File: src/rtl/sprite_engine_multi.sv
// rtl/sprite_engine_multi.sv - multi-object sprite engine: hblank OAM scan, per-pixel priority, sprite ROM addressing
// Optional feature macro: SPRITE_ENGINE_ROTATE_EN (rotate ROM row/column offsets by dir, dir field forced to 00)
module sprite_engine_multi #(
  parameter int          NUM_OBJ      = 8,
  parameter int          MAX_PER_LINE = 4,
  parameter int          SPRITE_W     = 32,
  parameter int          EVAL_X       = 640,
  parameter int          V_LAST       = 524,
  parameter logic [11:0] TRANSPARENT  = 12'h000,
  localparam int         IW           = (NUM_OBJ > 1) ? $clog2(NUM_OBJ) : 1
) (
  input  logic          clk,
  input  logic          rst_n,
  input  logic          video_on,
  input  logic [9:0]    x,
  input  logic [9:0]    y,
  output logic [IW-1:0] oam_addr,
  input  logic [31:0]   oam_data,
  output logic [17:0]   rom_addr,
  input  logic [11:0]   rom_data,
  output logic          sprite_on,
  output logic [11:0]   color,
  output logic [IW-1:0] obj_id,
  output logic          overflow,
  output logic          eval_busy
);

  localparam int          SW        = $clog2(MAX_PER_LINE + 1);
  localparam logic [SW-1:0] MAX_C   = SW'(MAX_PER_LINE);
  localparam logic [9:0]  W_C       = 10'(SPRITE_W);
  localparam logic [9:0]  EVAL_X_C  = 10'(EVAL_X);
  localparam logic [9:0]  V_LAST_C  = 10'(V_LAST);
  localparam logic [IW-1:0] LAST_ADDR = IW'(NUM_OBJ - 1);
`ifdef SPRITE_ENGINE_ROTATE_EN
  localparam logic [4:0]  WM1       = 5'(SPRITE_W - 1);
`endif

  typedef enum logic [1:0] {S_IDLE, S_SCAN, S_DRAIN} state_e;

  state_e state_q, state_d;
  logic   trig;
  logic   addr_inc;

  // OAM scan bookkeeping
  logic [IW-1:0] oam_addr_q;
  logic [IW-1:0] prev_addr_q;
  logic          prev_vld_q;
  logic [9:0]    target_q;
  logic [SW-1:0] fill_q;
  logic          overflow_q;

  // Per-line object slots
  logic [MAX_PER_LINE-1:0] slot_vld_q;
  logic [9:0]    slot_px_q   [MAX_PER_LINE];
  logic [4:0]    slot_row_q  [MAX_PER_LINE];
  logic [1:0]    slot_dir_q  [MAX_PER_LINE];
  logic [2:0]    slot_srow_q [MAX_PER_LINE];
  logic [2:0]    slot_scol_q [MAX_PER_LINE];
  logic [IW-1:0] slot_idx_q  [MAX_PER_LINE];

  // OAM entry decode
  logic [9:0] oam_dy;
  logic       obj_hit;
  logic       unused_oam_bits;

  assign oam_dy          = target_q - oam_data[17:8];
  assign obj_hit         = prev_vld_q & oam_data[28] & (oam_dy < W_C);
  assign unused_oam_bits = ^oam_data[31:29];

  // Evaluation state register
  always_ff @(posedge clk or negedge rst_n) begin
    if (!rst_n) state_q <= S_IDLE;
    else        state_q <= state_d;
  end

  // Next state: trigger only from IDLE, so a trigger while busy is ignored
  always_comb begin
    state_d  = state_q;
    trig     = 1'b0;
    addr_inc = 1'b0;
    case (state_q)
      S_IDLE: begin
        if (!video_on && (x == EVAL_X_C)) begin
          state_d = S_SCAN;
          trig    = 1'b1;
        end
      end
      S_SCAN: begin
        if (oam_addr_q == LAST_ADDR) state_d = S_DRAIN;
        else                         addr_inc = 1'b1;
      end
      S_DRAIN: state_d = S_IDLE;
      default: state_d = S_IDLE;
    endcase
  end

  // Scan address, returned-data tracking, slot fill and overflow
  always_ff @(posedge clk or negedge rst_n) begin
    if (!rst_n) begin
      oam_addr_q  <= '0;
      prev_addr_q <= '0;
      prev_vld_q  <= 1'b0;
      target_q    <= '0;
      fill_q      <= '0;
      overflow_q  <= 1'b0;
      slot_vld_q  <= '0;
    end else begin
      // OAM data arriving next cycle belongs to the address presented now
      prev_addr_q <= oam_addr_q;
      prev_vld_q  <= (state_q == S_SCAN);
      if (trig) begin
        oam_addr_q <= '0;
        target_q   <= (y == V_LAST_C) ? 10'd0 : y + 10'd1;
        fill_q     <= '0;
        overflow_q <= 1'b0;
        slot_vld_q <= '0;
      end else begin
        if (addr_inc) oam_addr_q <= oam_addr_q + 1'b1;
        if (obj_hit) begin
          if (fill_q < MAX_C) begin
            for (int s = 0; s < MAX_PER_LINE; s++) begin
              if (fill_q == SW'(s)) slot_vld_q[s] <= 1'b1;
            end
            fill_q <= fill_q + 1'b1;
          end else begin
            overflow_q <= 1'b1;
          end
        end
      end
    end
  end

  // Slot payload capture; qualified by slot_vld_q so no reset is needed
  always_ff @(posedge clk) begin
    if (!trig && obj_hit && (fill_q < MAX_C)) begin
      for (int s = 0; s < MAX_PER_LINE; s++) begin
        if (fill_q == SW'(s)) begin
          slot_px_q[s]   <= oam_data[27:18];
          slot_row_q[s]  <= oam_dy[4:0];
          slot_dir_q[s]  <= oam_data[7:6];
          slot_srow_q[s] <= oam_data[5:3];
          slot_scol_q[s] <= oam_data[2:0];
          slot_idx_q[s]  <= prev_addr_q;
        end
      end
    end
  end

  // Stage 1 combinational: lowest-index hitting slot wins
  logic          pix_win;
  logic [4:0]    win_row;
  logic [4:0]    win_col;
  logic [1:0]    win_dir;
  logic [2:0]    win_srow;
  logic [2:0]    win_scol;
  logic [IW-1:0] win_idx;

  always_comb begin
    logic [9:0] dx;
    pix_win  = 1'b0;
    win_row  = '0;
    win_col  = '0;
    win_dir  = '0;
    win_srow = '0;
    win_scol = '0;
    win_idx  = '0;
    dx       = '0;
    for (int s = MAX_PER_LINE - 1; s >= 0; s--) begin
      dx = x - slot_px_q[s];
      if (slot_vld_q[s] && (dx < W_C)) begin
        pix_win  = 1'b1;
        win_row  = slot_row_q[s];
        win_col  = dx[4:0];
        win_dir  = slot_dir_q[s];
        win_srow = slot_srow_q[s];
        win_scol = slot_scol_q[s];
        win_idx  = slot_idx_q[s];
      end
    end
  end

  // Offset mapping into the ROM address
  logic [4:0] rom_r;
  logic [4:0] rom_c;
  logic [1:0] rom_dir;

  always_comb begin
    rom_r   = win_row;
    rom_c   = win_col;
    rom_dir = win_dir;
`ifdef SPRITE_ENGINE_ROTATE_EN
    rom_dir = 2'b00;
    case (win_dir)
      2'd0: begin rom_r = win_row;       rom_c = win_col;       end
      2'd1: begin rom_r = win_col;       rom_c = WM1 - win_row; end
      2'd2: begin rom_r = WM1 - win_row; rom_c = WM1 - win_col; end
      default: begin rom_r = WM1 - win_col; rom_c = win_row;   end
    endcase
`endif
  end

  // Pixel pipeline: stage 1 address, stage 2 ROM wait, stage 3 output
  logic          win1_q, vid1_q, win2_q, vid2_q;
  logic [IW-1:0] id1_q, id2_q;
  logic [17:0]   rom_addr_q;
  logic          sprite_on_q;
  logic [11:0]   color_q;
  logic [IW-1:0] obj_id_q;
  logic          show;

  assign show = vid2_q & win2_q & (rom_data != TRANSPARENT);

  // Pixel pipeline registers
  always_ff @(posedge clk or negedge rst_n) begin
    if (!rst_n) begin
      rom_addr_q  <= '0;
      win1_q      <= 1'b0;
      vid1_q      <= 1'b0;
      id1_q       <= '0;
      win2_q      <= 1'b0;
      vid2_q      <= 1'b0;
      id2_q       <= '0;
      sprite_on_q <= 1'b0;
      color_q     <= '0;
      obj_id_q    <= '0;
    end else begin
      rom_addr_q  <= {win_srow, win_scol, rom_dir, rom_r, rom_c};
      win1_q      <= pix_win;
      vid1_q      <= video_on;
      id1_q       <= win_idx;
      win2_q      <= win1_q;
      vid2_q      <= vid1_q;
      id2_q       <= id1_q;
      sprite_on_q <= show;
      color_q     <= show ? rom_data : 12'h000;
      obj_id_q    <= show ? id2_q : '0;
    end
  end

  assign oam_addr  = oam_addr_q;
  assign rom_addr  = rom_addr_q;
  assign sprite_on = sprite_on_q;
  assign color     = color_q;
  assign obj_id    = obj_id_q;
  assign overflow  = overflow_q;
  assign eval_busy = (state_q != S_IDLE);

endmodule

File: config.mk
export PLATFORM = sky130hd
export DESIGN_NAME = sprite_engine_multi
export DESIGN_NICKNAME = d
export VERILOG_FILES = /design/src/rtl/sprite_engine_multi.sv
export SDC_FILE = /design/constraint.sdc
export NUM_CORES = 1
export LEC_CHECK = 0
export ABC_AREA = 1
export CORE_ASPECT_RATIO = 0.9
export CORE_MARGIN = 2
export CORE_UTILIZATION = 61
export DETAILED_ROUTE_END_ITERATION = 8
export PLACE_DENSITY = 0.83
export SYNTH_ARGS = -nofsm -noshare
export SYNTH_HDL_FRONTEND = slang
export SYNTH_SLANG_ARGS = --single-unit
File: constraint.sdc
create_clock -name clk -period 10.7 [get_ports clk]
set_input_delay 2.14 -clock clk [delete_from_list [all_inputs] [get_ports clk]]
set_output_delay 2.14 -clock clk [all_outputs]
set_load 0.01 [all_outputs]
==> results.json, run 1 <==
{
  "power.density_mw_per_mm2": 133,
  "skew_ns": 0.00932,
  "final_nets": 1242,
  "cts_sinks": 175,
  "arrival_ns": 5.73,
  "cts_buffers": 17,
  "area_growth_pct": 19.3,
  "initial_core_util_pct": 62.8,
  "syn_nets": 1134,
  "cap_violations": 0,
  "hold_viol": 0,
  "dpl.cell_count": 1295,
  "grt_pass1_vias": 6958,
  "syn_avg_cell_area_sq_um": 9.23,
  "fin_ws_ns": 5.28,
  "core.rowCount": 42,
  "cp_max_fo": 40,
  "post-route-util_pct": 74.9,
  "total_power_mw": 1.48,
  "vias": 7249,
  "synth.distinct_cells": 46,
  "gp_congestion": 0.914,
  "worstPathRequired_ns": 11.01,
  "path_clk_slew_ns": 0.07,
  "drtPass1Iterations": 6,
  "fin_crit_ns": 5.42,
  "die_w_microns": 134,
  "finalMaxSlewViolations": 0,
  "synth_edf_count": 104,
  "fmax_ghz": 0.184,
  "multi_input_area_sq_mm": 0.00366,
  "fillers": 983,
  "cts_tree": "built",
  "pre_cts_slack_ns": 4.91,
  "grt_max_degree": 72,
  "yosys_warnings": 0,
  "grt_antenna_before_repair": 0,
  "synth_cells": 1008,
  "worst-setup-path-type": "in2reg",
  "async_reset_ff_share_pct": 40.6,
  "start_kind": "input port",
  "routed_wl_microns": 21400,
  "post_cts_resized": 0,
  "layout-drive-gt1-share_pct": 5.76,
  "holdBufCountCts": 0,
  "grtUsageTotal_pct": 27.4,
  "rsz0062_at_grt": "no",
  "ys_seq_elements": 175,
  "grt_pass1_wl_microns": 34300,
  "post_cts_buffers": 0,
  "yosysSeqAreaShare_pct": 52.7,
  "instances_no_fill": 1327,
  "p_leak_nw": 5.21,
  "core_area_sq_mm": 0.0148,
  "clock_path_buffers": 2,
  "diodes": 0,
  "die_h_microns": 121,
  "num_io_pins": 106,
  "endpoint_kind": "register",
  "regArea_sq_mm": 0.00490,
  "via_per_inst": 5.46,
  "clk-insertion-delay-late_ns": 0.43,
  "drt-initial-drc-count": 660,
  "drc_errors": 0,
  "status": "complete, no violations",
  "vdd_drop_max_uv": 138,
  "timing.slew.headroom_pct": 18.1,
  "finalSetupViolCount": 0,
  "port_buffers": 102,
  "ant_nets": 0,
  "finalCritPeriodShare_pct": 50.7,
  "h-tree-depth": 4,
  "synthesis.area_sq_mm": 0.00930,
  "tns_ns": 0,
  "hold_path_class": "reg2reg",
  "cts-root-buf": "clkbuf_16",
  "die-area_sq_mm": 0.0163,
  "wl_per_cell_microns": 16.1,
  "ys.flop_type": "edfxtp_1",
  "worst_pin_slew_ns": 1.23,
  "hpwl_microns": 14600,
  "reg2reg_slack_ns": 7.10,
  "grt_overflow": 0
}
-- logic make-up (layout without fill, tap and decap cells) --
| group | Yosys count | after routing | share of synthesized area [%] |
|---|---|---|---|
| xor+xnor | 28 | 28 | 2.64 |
| buf+inv | 186 | 307 | 8.16 |
| compound gates | 68 | 68 | 4.30 |
| flops | 175 | 175 | 52.7 |
| fa+ha+maj | 59 | 59 | 8.34 |
| simple gates | 492 | 492 | 23.9 |
-- state kept, by name (all words and copies together), names as in the netlist, 2 cells and up --
register     flops
color           12
fill_q           3
id1_q            3
id2_q            3
oam_addr         3
obj_id           3
prev_addr_q      3
rom_addr        18
slot_dir_q       8
slot_idx_q      12
slot_px_q       40
slot_row_q      20
slot_scol_q     12
slot_srow_q     12
slot_vld_q       4
state_q          2
target_q        10
-- report_power, final --
part	switching, mW	internal (mW)	leakage [nW]
Combinational	0.0742	0.0514	3.02
Sequential	0.00140	0.719	1.88
Clock	0.262	0.370	0.308
-- cell type report --
| cell class | count | share of cell area [%] |
|---|---|---|
| multi-input combinational | 647 | 32.9 |
| clock buffer | 25 | 5.05 |
| sequential | 175 | 44.1 |
| tap | 198 | 2.23 |
| timing repair buffer | 104 | 9.31 |
| inverter | 171 | 5.81 |
| clock inverter | 7 | 0.507 |
-- metal layers --
metal / vias up / track usage, % / share of wire (%)
li1: 3514 / - / -
met1: 3414 / 35.4 / 42
met2: 281 / 45.3 / 49
met3: 40 / 6.73 / 7.5
met4: 0 / 9.61 / 1.9
met5: - / 0 / 0
-- worst paths after layout --
check                               endpoint  cells past startpoint         from
setup / recovery                    id1_q[0]                     14         x[1]
hold / removal                      id2_q[2]                      0     id1_q[2]
setup reg to reg           slot_srow_q[3][2]                     12  target_q[0]
hold reg to reg                     id2_q[2]                      0     id1_q[2]
max in group asynchronous        target_q[5]                      1        rst_n
min in group asynchronous           color[9]                      1        rst_n
-- cells in the mapped netlist, types with 3 or more instances --
library cell  count  share of area (%)
nand2_1         233                9.4
inv_1           167                6.7
edfxtp_1        104                 34
nand3_1          92                4.9
nor2_1           88                3.6
dfrtp_1          71                 19
ha_1             54                7.3
nand4_1          31                2.1
a21oi_1          30                1.6
o21ai_0          16               0.86
xnor2_1          15                1.4
xor2_1           13                1.2
or2_0             8               0.54
nand2_2           7               0.47
nand3b_1          6               0.48
nor2_2            6               0.40
nor3_1            6               0.32
buf_2             5               0.27
fa_1              5                1.1
buf_6             4               0.48
nor4_1            4               0.27
a21o_1            3               0.24
a31oi_1           3               0.20
buf_4             3               0.24
o21ai_2           3               0.28
-- critical path, cell delays in order --
cell and delay (ns):
clkdlybuf4s50_1 0.69, inv_1 0.27, fa_1 0.53, inv_1 0.09
nand3_1 0.08, nand2_1 0.13, nand2_1 0.09, nand3_1 0.09
nand2_1 0.10, a21oi_4 0.17, nand3_2 0.67, or2_0 0.48
nand3_1 0.12, nand2_1 0.08
-- metrics by stage --
stage	instance area (sq um)	hold WS (ns)
final	11100	0.352
after global routing	11100	0.366
after CTS	11100	0.357
after detailed placement	10500	0.342
after global placement	10500	0.334
after floorplan	9300	0.331
-- layout by cell type (no fill, tap or decap), types with 15 or more instances in the layout --
master           synthesis  routed
a21oi_1                 30      30
nand4_1                 31      31
xnor2_1                 15      15
nand2_1                233     233
nand3_1                 92      92
ha_1                    54      54
o21ai_0                 16      16
clkbuf_16                0      21
inv_1                  167     167
nor2_1                  88      85
dfrtp_1                 71      71
edfxtp_1               104     104
clkdlybuf4s50_1          0     101
(Power assumes the default switching activity.)
==> inputs of run 2 (changes only) <==
Settings changed: CORE_UTILIZATION 61 to 57, PLACE_DENSITY 0.83 to 0.78.
Clock period 10.7 ns to 5.3 ns, I/O delays scaled along.
==> results.json, run 2 (synthesized netlist as in run 1, its figures left out) <==
{
  "status": "complete, no violations",
  "finalCritPeriodShare_pct": 72.7,
  "worstPathRequired_ns": 5.67,
  "crit_top_cell": "nand2_1",
  "layout_common_cells": "233 x nand2_1, 167 x inv_1, 104 x edfxtp_1, 101 x clkdlybuf4s50_1, 92 x nand3_1",
  "die_w_microns": 139,
  "h-tree-depth": 4,
  "die_h_microns": 125,
  "tns_ns": 0,
  "diodes": 0,
  "crit_buf_inv": 4,
  "via_per_inst": 5.34,
  "routed_wl_microns": 20800,
  "regMostFlops": "slot_px_q",
  "reg2reg_slack_ns": 2.23,
  "cap_violations": 0,
  "hpwl_microns": 14500,
  "crit_chain": "clkdlybuf4s50_1 > inv_1 > ha_1 > inv_1 > fa_1 > nand3_1 > nand3_2 > nand2_1 > nand2_1 > nand2_1 > nand2_1 > nor2_4 > nand3_4 > inv_4 > nand2_1 > nand3_1 > nand3_1 > nand2_1",
  "start_kind": "input port",
  "worstHoldStart": "id1_q[1]",
  "finalMaxSlewViolations": 0,
  "rsz0062_at_grt": "no",
  "wl_per_cell_microns": 15.5,
  "skew_ns": 0.0155,
  "cp_max_fo": 23,
  "clock_path_buffers": 2,
  "grtUsageTotal_pct": 24.9,
  "multi_input_area_sq_mm": 0.00365,
  "core.rowCount": 44,
  "num_io_pins": 106,
  "grt_antenna_before_repair": 0,
  "die-area_sq_mm": 0.0174,
  "finalSetupViolCount": 0,
  "clk-insertion-delay-late_ns": 0.44,
  "ant_nets": 0,
  "fillers": 1212,
  "layout-drive-gt1-share_pct": 6.34,
  "final_common_cell": "nand2_1",
  "slowest_delay_ns": 0.43,
  "fin_crit_ns": 3.85,
  "post_cts_resized": 0,
  "timing.slew.headroom_pct": 37.2,
  "holdBufCountCts": 0,
  "drt-initial-drc-count": 650,
  "grt_pass1_wl_microns": 34100,
  "path_clk_slew_ns": 0.07,
  "cts_tree": "built",
  "p_leak_nw": 5.25,
  "crit_slowest_cell": "fa_1",
  "initial_core_util_pct": 57.9,
  "core_area_sq_mm": 0.0161,
  "worst_pin_slew_ns": 0.934,
  "gp_congestion": 0.878,
  "vdd_drop_max_uv": 252,
  "regArea_sq_mm": 0.00490,
  "final_nets": 1248,
  "drc_errors": 0,
  "worst-setup-path-type": "in2reg",
  "fin_ws_ns": 1.45,
  "reg2reg_from": "target_q[0]",
  "endpoint_kind": "register",
  "drtPass1Iterations": 5,
  "largest_reg_flops": 40,
  "fmax_ghz": 0.260,
  "cts_buffers": 17,
  "r2r_cells": 13,
  "power.density_mw_per_mm2": 271,
  "pre_cts_slack_ns": 1.06,
  "hold_viol": 0,
  "cts-root-buf": "clkbuf_16",
  "reg2reg_to": "slot_px_q[1][1]",
  "post_cts_buffers": 0,
  "crit_family": "simple AND/OR/NAND/NOR gates",
  "grt_max_degree": 72,
  "grt_pass1_vias": 6834,
  "cts_sinks": 175,
  "hold_path_class": "reg2reg",
  "min_path_cells": 0,
  "vias": 7168,
  "whs_endpoint": "id2_q[1]",
  "grt_overflow": 0,
  "arrival_ns": 4.23,
  "area_growth_pct": 20.0,
  "port_buffers": 102
}
run 2: cell count changes in the layout (fill, tap and decap cells not counted), sizes merged:
cell,delta
buf,+6
clkbuf,-4
inv,+3
bufinv,+2
clkinv,-2
clkinvlp,+1
run 2: report_power, final:
group / total [mW] / internal, mW / switching (mW)
logic: 0.250 / 0.104 / 0.146
registers: 1.45 / 1.45 / 0.00298
clock network: 1.32 / 0.775 / 0.547
run 2: area by class of cell:
type / count / share of cell area [%]
clock buffer: 21 / 4.42
clock inverter: 11 / 1.21
inverter: 171 / 5.77
multi-input combinational: 647 / 32.7
sequential: 175 / 43.9
tap: 207 / 2.32
timing repair buffer: 110 / 9.66
run 2: metal layers:
layer	GRT usage [%]	share of wire [%]	up-vias
met2	42.6	49	260
met3	4.48	6.8	26
met4	6.60	1.3	0
met5	0	0	-
met1	33.4	43	3368
li1	-	-	3514
run 2: worst max path at each step:
stage,start,end,slack [ns],cells past startpoint
final,x[0],rom_addr[14],1.45,18
after global routing,x[0],rom_addr[14],1.21,18
after CTS,x[0],rom_addr[14],1.48,18
after detailed placement,oam_data[8],slot_dir_q[0][1],1.06,13
after global placement,oam_data[8],slot_scol_q[1][2],1.07,13
after floorplan,oam_data[8],slot_dir_q[0][0],1.13,11
run 2: through the flow:
stage               std cells  instance area (sq um)  total power [mW]  hold slack, ns  utilization (%)
CTS                      1342                  11200              3.04           0.349             69.4
detailed placement       1310                  10500              1.73           0.339             65.5
floorplan                1008                   9300              1.62           0.331                -
global route             1342                  11200              3.13           0.352             69.4
finish                   1342                  11200              3.03           0.354             69.4
global placement         1310                  10500              1.72           0.333             65.5
